### config.mk
export PLATFORM = sky130hd
export DESIGN_NAME = multicycle_control_flat
export DESIGN_NICKNAME = d
export VERILOG_FILES = /design/src/rtl/multicycle_control_if.sv /design/src/rtl/multicycle_control.sv /design/src/flat_wrapper.sv
export SDC_FILE = /design/constraint.sdc
export NUM_CORES = 1
export LEC_CHECK = 0
export BUFFER_PORTS_ARGS = -buffer_cell sky130_fd_sc_hd__buf_2
export CORE_MARGIN = 8
export CORE_UTILIZATION = 50
export DETAILED_ROUTE_END_ITERATION = 12
export GPL_TIMING_DRIVEN = 0
export HOLD_SLACK_MARGIN = 0.08
export PLACE_DENSITY = 0.84
export SYNTH_ARGS = -nofsm -noshare
export SYNTH_HDL_FRONTEND = slang
export SYNTH_SLANG_ARGS = --single-unit
### constraint.sdc
create_clock -name clk -period 4.2 [get_ports clk]
set_input_delay 0.42 -clock clk [delete_from_list [all_inputs] [get_ports clk]]
set_output_delay 0.42 -clock clk [all_outputs]
set_load 0.05 [all_outputs]
### src/rtl/multicycle_control_if.sv
// Unified memory port handshake between the multi-cycle controller and memory.
interface multicycle_control_if;
  logic mem_req;
  logic mem_read;
  logic mem_write;
  logic mem_ready;

  modport master (output mem_req, output mem_read, output mem_write, input mem_ready);
  modport slave  (input mem_req, input mem_read, input mem_write, output mem_ready);
endinterface

### src/rtl/multicycle_control.sv
// RV32I multi-cycle control unit: FETCH/DECODE/EXECUTE/MEMORY/WRITEBACK sequencing
// with a bounded memory wait and a sticky illegal-instruction trap.
module multicycle_control #(
  parameter int unsigned ALU_OP_W    = 4,
  parameter int unsigned IMM_SRC_W   = 3,
  parameter int unsigned MEM_TIMEOUT = 16
) (
  input  logic                  clk,
  input  logic                  rst_n,
  multicycle_control_if.master  mem,
  input  logic [6:0]            op,
  input  logic [2:0]            func3,
  input  logic [6:0]            func7,
  input  logic                  alu_zero,
  input  logic                  alu_last_bit,
  output logic                  ir_write,
  output logic                  pc_write,
  output logic                  pc_source,
  output logic                  reg_write,
  output logic                  alu_source,
  output logic [ALU_OP_W-1:0]   alu_op,
  output logic [IMM_SRC_W-1:0]  imm_source,
  output logic [1:0]            result_source,
  output logic                  illegal_instr
);

  localparam int unsigned CNT_W = $clog2(MEM_TIMEOUT + 1);
  localparam logic [CNT_W-1:0] WAIT_LIMIT = CNT_W'(MEM_TIMEOUT - 1);

  typedef enum logic [2:0] {
    S_FETCH, S_DECODE, S_EXECUTE, S_MEMORY, S_WRITEBACK, S_TRAP
  } state_t;

  typedef enum logic [2:0] {
    C_LOAD, C_STORE, C_R, C_I, C_BRANCH, C_JAL, C_LUI, C_BAD
  } iclass_t;

  state_t           state, state_d;
  iclass_t          cls;
  logic [CNT_W-1:0] wait_cnt, wait_cnt_d;
  logic             req, rd, wr, taken;
  logic             unused_func7;

  assign unused_func7  = ^{func7[6], func7[4:0]};
  assign mem.mem_req   = req;
  assign mem.mem_read  = rd;
  assign mem.mem_write = wr;

  // Opcode classification; op is stable from DECODE onward.
  always_comb begin
    cls = C_BAD;
    case (op)
      7'b0000011: cls = C_LOAD;
      7'b0100011: cls = C_STORE;
      7'b0110011: cls = C_R;
      7'b0010011: cls = C_I;
      7'b1100011: cls = C_BRANCH;
      7'b1101111: cls = C_JAL;
      7'b0110111: cls = C_LUI;
      default:    cls = C_BAD;
    endcase
  end

  always_ff @(posedge clk) begin
    if (!rst_n) begin
      state    <= S_FETCH;
      wait_cnt <= '0;
    end else begin
      state    <= state_d;
      wait_cnt <= wait_cnt_d;
    end
  end

  // Next state and per-state outputs; everything held low while in reset.
  always_comb begin
    state_d       = state;
    wait_cnt_d    = '0;
    req           = 1'b0;
    rd            = 1'b0;
    wr            = 1'b0;
    ir_write      = 1'b0;
    pc_write      = 1'b0;
    pc_source     = 1'b0;
    reg_write     = 1'b0;
    alu_source    = 1'b0;
    alu_op        = '0;
    imm_source    = '0;
    result_source = 2'd0;
    illegal_instr = 1'b0;
    taken         = 1'b0;

    if (rst_n) begin
      case (state)
        S_FETCH: begin
          req = 1'b1;
          rd  = 1'b1;
          if (mem.mem_ready) begin
            ir_write = 1'b1;
            pc_write = 1'b1;
            state_d  = S_DECODE;
          end else if (wait_cnt == WAIT_LIMIT) begin
            state_d = S_TRAP;
          end else begin
            wait_cnt_d = wait_cnt + CNT_W'(1);
          end
        end

        S_DECODE: state_d = (cls == C_BAD) ? S_TRAP : S_EXECUTE;

        S_EXECUTE: begin
          case (cls)
            C_LOAD: begin
              alu_source = 1'b1;
              state_d    = S_MEMORY;
            end
            C_STORE: begin
              alu_source = 1'b1;
              imm_source = IMM_SRC_W'(1);
              state_d    = S_MEMORY;
            end
            C_R: begin
              alu_op  = ALU_OP_W'({func7[5], func3});
              state_d = S_WRITEBACK;
            end
            C_I: begin
              alu_op     = ALU_OP_W'({(func3 == 3'b101) ? func7[5] : 1'b0, func3});
              alu_source = 1'b1;
              state_d    = S_WRITEBACK;
            end
            C_BRANCH: begin
              imm_source = IMM_SRC_W'(2);
              state_d    = S_FETCH;
              case (func3)
                3'b000: begin alu_op = ALU_OP_W'(4'b1000); taken = alu_zero;      end
                3'b001: begin alu_op = ALU_OP_W'(4'b1000); taken = !alu_zero;     end
                3'b100: begin alu_op = ALU_OP_W'(4'b0010); taken = alu_last_bit;  end
                3'b101: begin alu_op = ALU_OP_W'(4'b0010); taken = !alu_last_bit; end
                3'b110: begin alu_op = ALU_OP_W'(4'b0011); taken = alu_last_bit;  end
                3'b111: begin alu_op = ALU_OP_W'(4'b0011); taken = !alu_last_bit; end
                default: state_d = S_TRAP;
              endcase
              pc_write  = taken;
              pc_source = taken;
            end
            C_JAL: begin
              pc_write      = 1'b1;
              pc_source     = 1'b1;
              reg_write     = 1'b1;
              result_source = 2'd2;
              imm_source    = IMM_SRC_W'(3);
              state_d       = S_FETCH;
            end
            C_LUI: begin
              reg_write     = 1'b1;
              result_source = 2'd3;
              imm_source    = IMM_SRC_W'(4);
              state_d       = S_FETCH;
            end
            default: state_d = S_TRAP;
          endcase
        end

        S_MEMORY: begin
          req = 1'b1;
          rd  = (cls == C_LOAD);
          wr  = (cls == C_STORE);
          if (mem.mem_ready) begin
            state_d = (cls == C_LOAD) ? S_WRITEBACK : S_FETCH;
          end else if (wait_cnt == WAIT_LIMIT) begin
            state_d = S_TRAP;
          end else begin
            wait_cnt_d = wait_cnt + CNT_W'(1);
          end
        end

        S_WRITEBACK: begin
          reg_write     = 1'b1;
          result_source = (cls == C_LOAD) ? 2'd1 : 2'd0;
          state_d       = S_FETCH;
        end

        S_TRAP: illegal_instr = 1'b1;

        default: state_d = S_FETCH;
      endcase
    end
  end

endmodule

### src/flat_wrapper.sv
// flat-port wrapper written by rule: the top's interface ports become plain ports
module multicycle_control_flat 
#(
  parameter int unsigned ALU_OP_W    = 4,
  parameter int unsigned IMM_SRC_W   = 3,
  parameter int unsigned MEM_TIMEOUT = 16
)
  (clk, rst_n, op, func3, func7, alu_zero, alu_last_bit, ir_write, pc_write, pc_source, reg_write, alu_source, alu_op, imm_source, result_source, illegal_instr, mem_mem_req, mem_mem_read, mem_mem_write, mem_mem_ready);
  multicycle_control_if mem_i ();
  input  logic clk;
  input  logic rst_n;
  input  logic [6:0] op;
  input  logic [2:0] func3;
  input  logic [6:0] func7;
  input  logic alu_zero;
  input  logic alu_last_bit;
  output logic ir_write;
  output logic pc_write;
  output logic pc_source;
  output logic reg_write;
  output logic alu_source;
  output logic [ALU_OP_W-1:0] alu_op;
  output logic [IMM_SRC_W-1:0] imm_source;
  output logic [1:0] result_source;
  output logic illegal_instr;
  output wire logic [$bits(mem_i.mem_req)-1:0] mem_mem_req;
  output wire logic [$bits(mem_i.mem_read)-1:0] mem_mem_read;
  output wire logic [$bits(mem_i.mem_write)-1:0] mem_mem_write;
  input wire logic [$bits(mem_i.mem_ready)-1:0] mem_mem_ready;
  assign mem_mem_req = mem_i.mem_req;
  assign mem_mem_read = mem_i.mem_read;
  assign mem_mem_write = mem_i.mem_write;
  assign mem_i.mem_ready = mem_mem_ready;
  multicycle_control #(.ALU_OP_W(ALU_OP_W), .IMM_SRC_W(IMM_SRC_W), .MEM_TIMEOUT(MEM_TIMEOUT)) u_core (.clk(clk), .rst_n(rst_n), .mem(mem_i), .op(op), .func3(func3), .func7(func7), .alu_zero(alu_zero), .alu_last_bit(alu_last_bit), .ir_write(ir_write), .pc_write(pc_write), .pc_source(pc_source), .reg_write(reg_write), .alu_source(alu_source), .alu_op(alu_op), .imm_source(imm_source), .result_source(result_source), .illegal_instr(illegal_instr));
endmodule
[Word-level counts from Yosys, hierarchy flattened]
Cells that the tools add are included.
Operators by class
  reduce and logical (&&, ||, !) cells: 17
  muxes and demuxes: 44
  eq/ne operators: 25
  bitwise gates (word level): 2
  add/sub/neg operators: 1
Operator list (count)
  3-bit equality test, second input constant: 10
  3-bit two-way mux: 8
  3-bit case mux with 4 select lines: 2
  4-bit case mux with 3 select lines: 2
  7-bit by 6-bit equality test with 1-bit output, second input constant: 3
  3-bit case mux with 7 select lines: 1
  1-bit two-way mux: 20
  2-bit OR reduction: 9
  3-bit case mux with 5 select lines: 1
  7-bit equality test, second input constant: 2
  3-bit by 2-bit equality test with 1-bit output, second input constant: 4
  3-bit by 1-bit equality test with 1-bit output, second input constant: 3
  3-bit zero test: 3
  4-bit two-way mux: 2
  1-bit case mux with 2 select lines: 4
  2-bit case mux with 2 select lines: 2
  7-bit by 2-bit equality test with 1-bit output, second input constant: 1
  7-bit by 5-bit equality test with 1-bit output, second input constant: 1
  6-bit OR reduction: 1
  5-bit by 1-bit adder with 5-bit output, second input constant: 1
  5-bit by 4-bit equality test with 1-bit output, second input constant: 1
  1-bit case mux with 4 select lines: 1
  4-bit OR reduction: 1
  3-bit OR reduction: 1
  other kinds (3): 5
Word-level totals
  output and inout port bits: 18
  bits in registers: 8
  bits of input ports: 22
  word-level logic and storage cells: 91

[Longest topological paths before layout]
Gate-level depths: netlist of run 1.
  depth in word-level cells: 7
  depth in mapped cells: 7
  gate-level depth less buffers: 7

[Worst setup path after synthesis of run 1]
OpenSTA, ideal clock, no wires.
  path kind: input to output
  start: in op[4]
  end: out alu_op[3]
  path slack: 1.183 ns
  data required time: 3.780 ns
  data arrival time: 2.597 ns
  path buffers: 1
  stages: 4
  cell sequence: buf_2 and3b_1 nand2_1 o41ai_1
On the way
  cells in the longest elaborated chain, start to end: 6
  elaborated cells between the ends (all ways): 14
  those cells by class: eq/ne: 10; mux: 4
Ends and longest elaborated chain
  start, declared: RTL line flat_wrapper.sv:12  | input logic [6:0] op;
  7-bit by 6-bit equality test with 1-bit output, or another cell as far along: RTL line multicycle_control.sv:52  | case (op)
  3-bit case mux with 7 select lines (*): RTL line multicycle_control.sv:52
  3-bit equality test / 3-bit by 2-bit equality test with 1-bit output (equally long branches): RTL line multicycle_control.sv:111  | case (cls)
  4-bit case mux with 3 select lines (*): RTL line multicycle_control.sv:111
  4-bit two-way mux (*): RTL line multicycle_control.sv:93  | case (state)
  4-bit two-way mux (*): RTL line multicycle_control.sv:92  | if (rst_n) begin
  end, declared: RTL line flat_wrapper.sv:22  | output logic [ALU_OP_W-1:0] alu_op;
Mark *: on every way between the ends. The rest lies on a longest branch, timed or not.

[Final worst setup path of run 1]
  start: reg u_core.state[2]
  end: out result_source[0]
On the way
  cells in the longest elaborated chain, start to end: 3
  elaborated cells between the ends (all ways): 4
  those cells by class: eq/ne: 2; mux: 2
Ends and longest elaborated chain
  start, declared: RTL line multicycle_control.sv:38  | state_t state, state_d;
  start signal, assigned: RTL line multicycle_control.sv:69  | state <= state_d;
  3-bit equality test / 3-bit by 2-bit equality test with 1-bit output (equally long branches): RTL line multicycle_control.sv:93
  2-bit case mux with 2 select lines (*): RTL line multicycle_control.sv:93
  2-bit two-way mux (*): RTL line multicycle_control.sv:92
  end, declared: RTL line flat_wrapper.sv:24  | output logic [1:0] result_source;
Marked as above.

==> flow_metrics.tcl, run 1 <==
set metrics [dict create \
    relSlewSlack_pct 73.2 \
    synth_area_um2 921 \
    crit_type "flop to primary output" \
    cts_buffers 3 \
    status "complete, no violations" \
    p_per_area_nw_per_um2 232 \
    ys_seq_elements 8 \
    synthCells 119 \
    rsz0062_at_grt "no" \
    slowest_delay_ns 0.29 \
    ys_types 52 \
    clk_pin_slew_ns 0.05 \
    maxCapViolCount 0 \
    fillers 164 \
    crit_fanout 9 \
    rows 15 \
    worst_slack_ns 1.94 \
    die_area_um2 3470 \
    root_buffer "clkbuf_4" \
    peakVddDrop_mv 0.124 \
    clock-sinks 8 \
    critPathArrivalTime_ns 1.84 \
    layout-drive-gt1-share_pct 37.1 \
    port_buffers 29 \
    tns_ns 0 \
    final_antenna_net_count 0 \
    grt_max_degree 11 \
    syn_nets 143 \
    ys_warn_count 0 \
    fp.coreArea_um2 1730 \
    cts_resized 0 \
    globalRouteOverflowTotal 0 \
    cp-start-kind "flop" \
    place.gp.congestion 0.863 \
    grt_pass1_vias 936 \
    hold_path_class "flop to flop" \
    start_util_pct 53.3 \
    clock_path_buffers 2 \
    io_pins 40 \
    end_kind "primary output" \
    cp_slowest_cell "dfxtp_1" \
    power.switching_w 0.000105 \
    crit_chain "buf_2 > nor2b_4 > and2_4 > nand3_4 > nor4bb_4 > a41o_1 > buf_2" \
    hold_violations 0 \
    cp.required_ns 3.78 \
    cts_htree_levels 1 \
    setup_viol_count_final 0 \
    worstSkewPairLatency_ns 0.25 \
    grt.total_usage_pct 13.3 \
    p_clk_share_pct 21.6 \
    routedWlPerCell_um 12.9 \
    grt_antenna_before_repair 0 \
    hold_buffers 0 \
    fin_crit_ns 2.26 \
    fin_crit_sh_pct 53.8 \
    power_frac_comb_pct 46.0 \
    drt-pass1-iter-count 4 \
    drt_wl_total_mm 2.27 \
    grt_pass1_wl_mm 3.75 \
    via_per_inst 5.60 \
    drtIter0Drc 14 \
    p_int_w 0.000154 \
    path_common_cell "buf_2" \
    seqPwrFrac_pct 32.3 \
    drc 0 \
    postCtsSetupBuffers 0 \
    post-place-ws_ns 2.01 \
    skew_ns 0.00262 \
    fin_nets 177 \
    die_h_um 58.9 \
    seq_area_frac_synth_pct 17.4 \
    synthToLayoutAreaGrowth_pct 21.6 \
    hpwl_mm 1.88 \
    diodes 0 \
    die_x_um 58.9 \
    cts_tree "done" \
    vias 986 \
    syn_area_per_cell_um2 7.74 \
    fmax_ghz 0.443 \
    p_leak_nw 0.520 \
    tightest_slew_ns 0.398 \
    switching_share_pct 40.5 \
    maxSlewViolCount 0 \
]
layer usage:
layer	vias to the layer above	track usage [%]	routed length, µm
met4	0	6.14	29
met1	454	16.4	1030
li1	504	-	-
met3	4	2.17	80
met2	24	21.7	1130
met5	-	0	0
power by group through the flow:
stage	logic (W)	registers, W	clock network, W
4_1_cts	0.000120	0.0000840	0.0000574
3_5_place_dp	0.000119	0.0000854	0
5_1_grt	0.000132	0.0000845	0.0000597
6_report	0.000119	0.0000839	0.0000562
3_3_place_gp	0.000118	0.0000853	0
2_1_floorplan	0.0000926	0.0000851	0
critical path, delay by kind of cell (launching register included):
kind / cells / cell delay [ns]
DFF: 1 / 0.29
and+or+nand+nor: 4 / 0.75
buffers and inverters: 2 / 0.43
AOI/OAI and AO/OA: 1 / 0.12
cell families after synthesis:
logic type | synth area share (%)
buffers and inverters | 9.37
and+or+nand+nor | 43.3
adders and majority gates | 2.72
DFF | 17.4
AOI/OAI and AO/OA | 23.4
xor gates and xnor gates | 3.81
area by class of cell:
class	count	area, µm²	share of cell area, %
Buffer	9	71.3	6.37
Multi-Input combinational cell	98	674	60.2
Sequential cell	8	160	14.3
Tap cell	25	31.3	2.79
Timing Repair Buffer	29	145	13.0
Inverter	4	15.0	1.34
Clock buffer	3	22.5	2.01
cell usage in the layout (no fill, tap or decap), types with 2 or more instances in the layout:
| cell | Yosys | final |
|---|---|---|
| a21oi_1 | 8 | 8 |
| o21ai_0 | 2 | 2 |
| xnor2_1 | 2 | 2 |
| buf_4 | 2 | 2 |
| nor2b_1 | 2 | 2 |
| o31ai_1 | 2 | 2 |
| nor3_1 | 4 | 4 |
| nor2_1 | 15 | 15 |
| and2_1 | 2 | 2 |
| clkbuf_4 | 0 | 3 |
| nand3_1 | 6 | 6 |
| buf_2 | 4 | 33 |
| nand2_1 | 8 | 8 |
| o21ai_1 | 2 | 2 |
| dfxtp_1 | 8 | 8 |
| and3_2 | 2 | 2 |
| nor3_2 | 2 | 2 |
| and3b_1 | 2 | 2 |
| buf_6 | 2 | 2 |
| inv_1 | 4 | 4 |
| ha_1 | 2 | 2 |
| nor3b_1 | 3 | 3 |
| xor2_1 | 2 | 2 |
| or3_1 | 2 | 2 |
| nor2b_2 | 2 | 2 |
| and3_1 | 2 | 2 |
Yosys cell counts, drive strengths merged:
cell     number  area [µm²]
inv           4        15.0
o31ai         3        27.5
o2111ai       1        8.76
or3           2        12.5
a32oi         1        8.76
a221o         1        10.0
nor2b         5        43.8
ha            2        25.0
o32a          1        10.0
nand4         1        6.26
dfxtp         8         160
o41ai         1        8.76
a221oi        1        8.76
xor2          2        17.5
nor3          6        40.0
and3          4        27.5
a22oi         1        7.51
nor4bb        1        25.0
a211oi        2        20.0
a31o          1        8.76
and3b         2        17.5
nor3b         3        22.5
xnor2         2        17.5
clkbuf        1        13.8
nand3b        1        7.51
o22ai         1        12.5
o211ai        1        7.51
nor2         15        56.3
nand3         7        47.6
and4b         2        21.3
nand2         8        30.0
o21ai         4        20.0
buf           8        57.6
a41o          1        10.0
a31oi         1        6.26
or2b          1        7.51
nand2b        1        6.26
a21oi         8        40.0
or2           1        6.26
and2          3        21.3
registers in the layout (all words and copies together) (netlist names):
register         cells
u_core.wait_cnt      5
u_core.state         3
path summary, 6_finish.rpt:
kind	cells past startpoint	end	startpoint	slack, ns
worst max-delay path	7	result_source[0]	u_core.state[2]	1.94
worst min-delay path	1	u_core.wait_cnt[0]	u_core.wait_cnt[0]	0.44
worst max register to register	6	u_core.wait_cnt[2]	u_core.wait_cnt[0]	2.75
worst min register to register	1	u_core.wait_cnt[0]	u_core.wait_cnt[0]	0.44
through the flow:
stage | hold WS [ns] | cell area [µm²] | util [%] | std cells | total power (W)
CTS | 0.449 | 1120 | 64.9 | 176 | 0.000261
detailed placement | 0.437 | 1100 | 63.6 | 173 | 0.000205
global route | 0.478 | 1120 | 64.9 | 176 | 0.000276
floorplan | 0.418 | 921 | - | 119 | 0.000178
finish | 0.442 | 1120 | 64.9 | 176 | 0.000259
global placement | 0.429 | 1100 | 63.6 | 173 | 0.000203
(Power assumes the default switching activity.)
==> inputs of run 2 (changes only) <==
--- a/config.mk
+++ b/config.mk
@@ -5,13 +5,15 @@
 export SDC_FILE = /design/constraint.sdc
 export NUM_CORES = 1
 export LEC_CHECK = 0
+export ABC_AREA = 1
 export BUFFER_PORTS_ARGS = -buffer_cell sky130_fd_sc_hd__buf_2
+export CORE_ASPECT_RATIO = 0.6
 export CORE_MARGIN = 8
-export CORE_UTILIZATION = 50
+export CORE_UTILIZATION = 42
 export DETAILED_ROUTE_END_ITERATION = 12
 export GPL_TIMING_DRIVEN = 0
 export HOLD_SLACK_MARGIN = 0.08
-export PLACE_DENSITY = 0.84
+export PLACE_DENSITY = 0.75
 export SYNTH_ARGS = -nofsm -noshare
 export SYNTH_HDL_FRONTEND = slang
 export SYNTH_SLANG_ARGS = --single-unit
==> constraint.sdc (replaced) <==
create_clock -name clk -period 1.96 [get_ports clk]
set_input_delay 0.196 -clock clk [delete_from_list [all_inputs] [get_ports clk]]
set_output_delay 0.196 -clock clk [all_outputs]
set_load 0.05 [all_outputs]
==> flow_metrics.tcl, run 2 <==
set metrics [dict create \
    fmax_ghz 0.535 \
    cts_tree "done" \
    rows 13 \
    layout_commonest_cell "nand2_1" \
    cp_slowest_cell "dfxtp_2" \
    fp.coreArea_um2 2130 \
    layout-drive-gt1-share_pct 34.2 \
    crit_buf_inv 4 \
    synth_area_um2 928 \
    final_antenna_net_count 0 \
    grt_pass1_vias 996 \
    setup_viol_count_final 0 \
    root_buffer "clkbuf_8" \
    end_kind "primary output" \
    post-place-cells 218 \
    ys_warn_count 0 \
    synth_top_area_share_pct 17.3 \
    p_per_area_nw_per_um2 497 \
    synth_ff_type "dfxtp_1" \
    clock-sinks 8 \
    grt_max_degree 8 \
    cts_htree_levels 1 \
    synth_edf_count 0 \
    r2r_end "u_core.state[0]" \
    largestRegisters "u_core.wait_cnt: 5 flops, u_core.state: 3 flops" \
    grt_antenna_before_repair 0 \
    ys_types 32 \
    vias 1119 \
    fin_crit_sh_pct 95.4 \
    placed_cell_area_um2 1140 \
    ys_seq_elements 8 \
    drt-pass1-iter-count 4 \
    skew_ns 0.00673 \
    clock_path_buffers 2 \
    syn_area_per_cell_um2 5.99 \
    maxSlewViolCount 0 \
    place.gp.congestion 0.887 \
    crit_chain "inv_1 > nor3_4 > inv_2 > nor2_4 > o21ai_1 > a31o_2 > inv_1 > buf_4" \
    post-synth-top-count-cell "nand2_1" \
    diodes 0 \
    start_util_pct 43.6 \
    path_common_cell "inv_1" \
    worstSkewPairLatency_ns 0.23 \
    post-place-ws_ns 0.163 \
    hold_path_class "input port to flop" \
    rr_worst_depth 11 \
    grt_pass1_wl_mm 4.33 \
    crit_fanout 4 \
    seq_area_frac_synth_pct 17.3 \
    drt_wl_total_mm 2.67 \
    mostFrequentLayoutCells "37 x nand2_1, 31 x buf_2, 24 x inv_1, 22 x nor2_1, 10 x nand3_1" \
    regMostFlops "u_core.wait_cnt" \
    crit_type "flop to primary output" \
    status "complete, no violations" \
    die_h_um 52.4 \
    whs_path_depth 3 \
    synthCells 155 \
    rsz0062_at_grt "no" \
    stdcell_count 223 \
    syn_nets 179 \
    cp-start-kind "flop" \
    synth_area_leaders "dfxtp_1 17%, nand2_1 15%, inv_1 9.7%" \
    die_x_um 76.7 \
    synthToLayoutAreaGrowth_pct 30.5 \
    clk_pin_slew_ns 0.04 \
    p_leak_nw 0.628 \
    slowest_delay_ns 0.34 \
    synth_area_leader_cell "dfxtp_1" \
    port_buffers 33 \
    holdCritStartpoint "rst_n" \
    hpwl_mm 2.27 \
    drc 0 \
    grt.total_usage_pct 13.4 \
    cts_buffers 3 \
    fin_nets 219 \
    fin_crit_ns 1.87 \
    worst_slack_ns 0.0899 \
    io_pins 40 \
    largest_register_ffs 5 \
    maxCapViolCount 0 \
    hold_violations 0 \
    die_area_um2 4020 \
    cp.required_ns 1.76 \
    r2r_setup_slack_ns 0.31 \
    tightest_slew_ns 0.281 \
    via_per_inst 5.02 \
    routedWlPerCell_um 12.0 \
    peakVddDrop_mv 0.199 \
    synth.top_cells.by_count "38 x nand2_1, 24 x inv_1, 22 x nor2_1, 10 x nand3_1, 8 x dfxtp_1" \
    path_delay_family "buffers and inverters" \
    synthArstFlopShare_pct 0 \
    critPathArrivalTime_ns 1.67 \
    final_cell_area_um2 1210 \
    relSlewSlack_pct 81.1 \
    r2r-start "u_core.wait_cnt[0]" \
    globalRouteOverflowTotal 0 \
    drtIter0Drc 63 \
    min_to "u_core.state[2]" \
]
==> run 2: changes by cell type after synthesis, moves of 5 or more <==
cell     previous run  this run
nand2_1             8        38
inv_2               0         5
inv_1               4        24
a21oi_1             8         3
nor2_1             15        22
==> run 2: what timing repair did <==
action / in CTS / in global routing
cloned: 0 / 0
hold buffers: 0 / 0
setup endpoints to repair: 2 / 5
pin swaps: 0 / 1
resized for setup: 2 / 3
buffers inserted: 0 / 2
==> run 2: cells by family after synthesis <==
| group | Yosys count | synth area share (%) |
|---|---|---|
| adder cells (fa/ha/maj) | 2 | 2.69 |
| AO/OA/AOI/OAI | 14 | 10.9 |
| AND/OR/NAND/NOR | 100 | 55.5 |
| XOR/XNOR | 2 | 1.89 |
| buffers and inverters | 29 | 11.7 |
| flip-flops | 8 | 17.3 |
==> run 2: metrics by stage <==
| stage | hold WS (ns) | util (%) | total power (W) | TNS [ns] |
|---|---|---|---|---|
| finish | 0.273 | 56.8 | 0.000602 | 0 |
| floorplan | 0.299 | - | 0.000338 | -0.390 |
| global route | 0.278 | 56.8 | 0.000644 | 0 |
| global placement | 0.429 | 53.6 | 0.000394 | 0 |
| CTS | 0.269 | 55.8 | 0.000604 | 0 |
| detailed placement | 0.445 | 53.6 | 0.000400 | 0 |
==> run 2: area by class of cell <==
class	count	area, µm²
Fill cell	213	920
Multi-Input combinational cell	118	673
Timing Repair Buffer	35	189
Sequential cell	8	161
Inverter	29	109
Clock buffer	3	41.3
Tap cell	30	37.5
==> run 2: worst reg2reg max path: cells and delay by family (launching register included) <==
kind / cells / cell delay (ns)
DFF: 1 / 0.31
AOI/OAI and AO/OA: 1 / 0.13
adders and majority gates: 2 / 0.40
buffers and inverters: 1 / 0.07
and+or+nand+nor: 7 / 0.65
==> run 2: worst max path at each step <==
stage | start | endpoint | slack [ns] | cells after the start
2_1_floorplan | u_core.state[2] | pc_write | -0.39 | 8
3_3_place_gp | op[4] | result_source[1] | 0.19 | 10
3_5_place_dp | op[3] | result_source[0] | 0.16 | 9
4_1_cts | u_core.state[1] | pc_write | 0.02 | 10
5_1_grt | u_core.state[1] | pc_write | 0.0002 | 10
6_report | u_core.state[1] | alu_op[3] | 0.09 | 8
==> run 2: power breakdown <==
part	switching [W]	internal [W]
Clock	0.0000662	0.000133
Combinational	0.000148	0.0000646
Sequential	0.0000156	0.000174
==> run 2: routing by layer <==
| layer | global-route usage, % | up-vias | routed length (µm) | part of all wire, % |
|---|---|---|---|---|
| met5 | 0 | - | 0 | 0 |
| met4 | 5.70 | 0 | 34 | 1.3 |
| met3 | 4.28 | 5 | 226 | 8.5 |
| met2 | 20.9 | 45 | 1150 | 43 |
| met1 | 16.8 | 493 | 1250 | 47 |
| li1 | - | 576 | - | - |
==> inputs of run 3 (changes only) <==
--- a/config.mk
+++ b/config.mk
@@ -5,7 +5,6 @@
 export SDC_FILE = /design/constraint.sdc
 export NUM_CORES = 1
 export LEC_CHECK = 0
-export ABC_AREA = 1
 export BUFFER_PORTS_ARGS = -buffer_cell sky130_fd_sc_hd__buf_2
 export CORE_ASPECT_RATIO = 0.6
 export CORE_MARGIN = 8
==> flow_metrics.tcl, run 3 (synthesized netlist as in run 1, its figures left out) <==
set metrics [dict create \
    status "complete, no violations" \
    mostFrequentLayoutCells "26 x buf_2, 14 x nor2_1, 14 x buf_4, 8 x nand2_1, 8 x a21oi_1" \
    relSlewSlack_pct 60.4 \
    io_pins 40 \
    fillers 190 \
    finalPower_w 0.000621 \
    clk_pin_slew_ns 0.05 \
    fin_crit_ns 1.94 \
    tightest_slew_ns 0.588 \
    drt_wl_total_mm 2.90 \
    die_x_um 76.5 \
    tns_ns 0 \
    peakVddDrop_mv 0.324 \
    path_delay_family "simple AND/OR/NAND/NOR gates" \
    p_leak_nw 0.583 \
    clock-sinks 8 \
    slowest_delay_ns 0.34 \
    routedWlPerCell_um 15.2 \
    drtIter0Drc 101 \
    root_buffer "clkbuf_4" \
    place.gp.congestion 0.886 \
    rsz0062_at_grt "yes" \
    die_h_um 52.3 \
    critPathArrivalTime_ns 1.75 \
    cts_htree_levels 1 \
    crit_buf_inv 2 \
    stdcell_count 190 \
    drc 0 \
    final_antenna_net_count 0 \
    cp-start-kind "flop" \
    grt_pass1_wl_mm 4.39 \
    fin_crit_sh_pct 99.1 \
    cp_slowest_cell "nor4bb_4" \
    hold_path_class "input port to flop" \
    die_area_um2 4000 \
    maxCapViolCount 0 \
    via_per_inst 5.46 \
    post-route-util_pct 60.4 \
    fp.coreArea_um2 2110 \
    rows 13 \
    maxSlewViolCount 0 \
    grt_antenna_before_repair 0 \
    post-place-cells 178 \
    drt-pass1-iter-count 4 \
    start_util_pct 43.6 \
    final_cell_area_um2 1280 \
    worstSkewPairLatency_ns 0.26 \
    grt.total_usage_pct 13.4 \
    grt_pass1_vias 963 \
    cp.required_ns 1.76 \
    setup_viol_count_final 0 \
    port_buffers 29 \
    layout_commonest_cell "buf_2" \
    clock_path_buffers 2 \
    cts_buffers 3 \
    crit_chain "buf_6 > nor2b_4 > and2_4 > nand3_4 > nor4bb_4 > a41o_4 > buf_8" \
    skew_ns 0.00213 \
    p_per_area_nw_per_um2 486 \
    largestRegisters "u_core.wait_cnt: 5 flops, u_core.state: 3 flops" \
    end_kind "primary output" \
    layout-drive-gt1-share_pct 45.6 \
    crit_fanout 5 \
    placed_cell_area_um2 1160 \
    diodes 0 \
    regMostFlops "u_core.wait_cnt" \
    fin_nets 186 \
    hpwl_mm 2.12 \
    crit_type "flop to primary output" \
    fmax_ghz 0.515 \
    grt_max_degree 11 \
    synthToLayoutAreaGrowth_pct 38.7 \
    globalRouteOverflowTotal 0 \
    largest_register_ffs 5 \
    vias 1037 \
    hold_violations 0 \
    cts_tree "done" \
]
## run 3: area by class of cell
| type | instances | area (µm²) | share of cell area (%) |
|---|---|---|---|
| timing repair buffer | 39 | 240 | 18.8 |
| clock buffer | 3 | 22.5 | 1.76 |
| buffer | 8 | 76.3 | 5.97 |
| inverter | 4 | 15.0 | 1.18 |
| tap | 30 | 37.5 | 2.94 |
| multi-input combinational | 98 | 724 | 56.7 |
| sequential | 8 | 161 | 12.6 |
## run 3: path summary, 6_finish.rpt
| path | cells after the start | end | slack (ns) | start |
|---|---|---|---|---|
| setup / recovery | 7 | result_source[0] | 0.02 | u_core.state[2] |
| setup reg to reg | 7 | u_core.state[0] | 0.45 | u_core.wait_cnt[0] |
| hold reg to reg | 1 | u_core.wait_cnt[0] | 0.45 | u_core.wait_cnt[0] |
| hold / removal | 3 | u_core.state[2] | 0.24 | mem_mem_ready |
## run 3: worst reg2reg max path: stages (launching register included)
cell and delay [ns]:
dfxtp_1 0.32, ha_1 0.22, and3_1 0.16, ha_1 0.19
nor2_1 0.24, o31ai_1 0.10, nand2_1 0.09, o21ai_1 0.07
## run 3: repair_timing
item	in CTS	in global routing
hold endpoints to repair	0	0
hold buffers	0	0
resized for setup	4	6
buffers inserted	0	10
pin swaps	1	3
setup endpoints to repair	4	5
## run 3: stage by stage
stage                     worst slack [ns]  hold slack [ns]
after floorplan                    -0.0892            0.311
after global placement               0.199            0.432
after detailed placement             0.172            0.443
after CTS                          -0.0274            0.230
after global routing               -0.0641            0.244
final                               0.0186            0.236
## run 3: power by group
part	internal, W	switching, W	total, W
sequential	0.000177	0.0000201	0.000197
clock	0.0000703	0.0000596	0.000130
combinational	0.000111	0.000183	0.000294
total	0.000359	0.000262	0.000621
## run 3: layer usage
| layer | wire length, µm | global-route usage (%) | share of wire [%] | vias up |
|---|---|---|---|---|
| li1 | - | - | - | 520 |
| met1 | 1400 | 16.8 | 48 | 476 |
| met2 | 1270 | 21.2 | 44 | 37 |
| met3 | 201 | 4.97 | 6.9 | 4 |
| met4 | 18 | 4.11 | 0.62 | 0 |
| met5 | 0 | 0 | 0 | - |
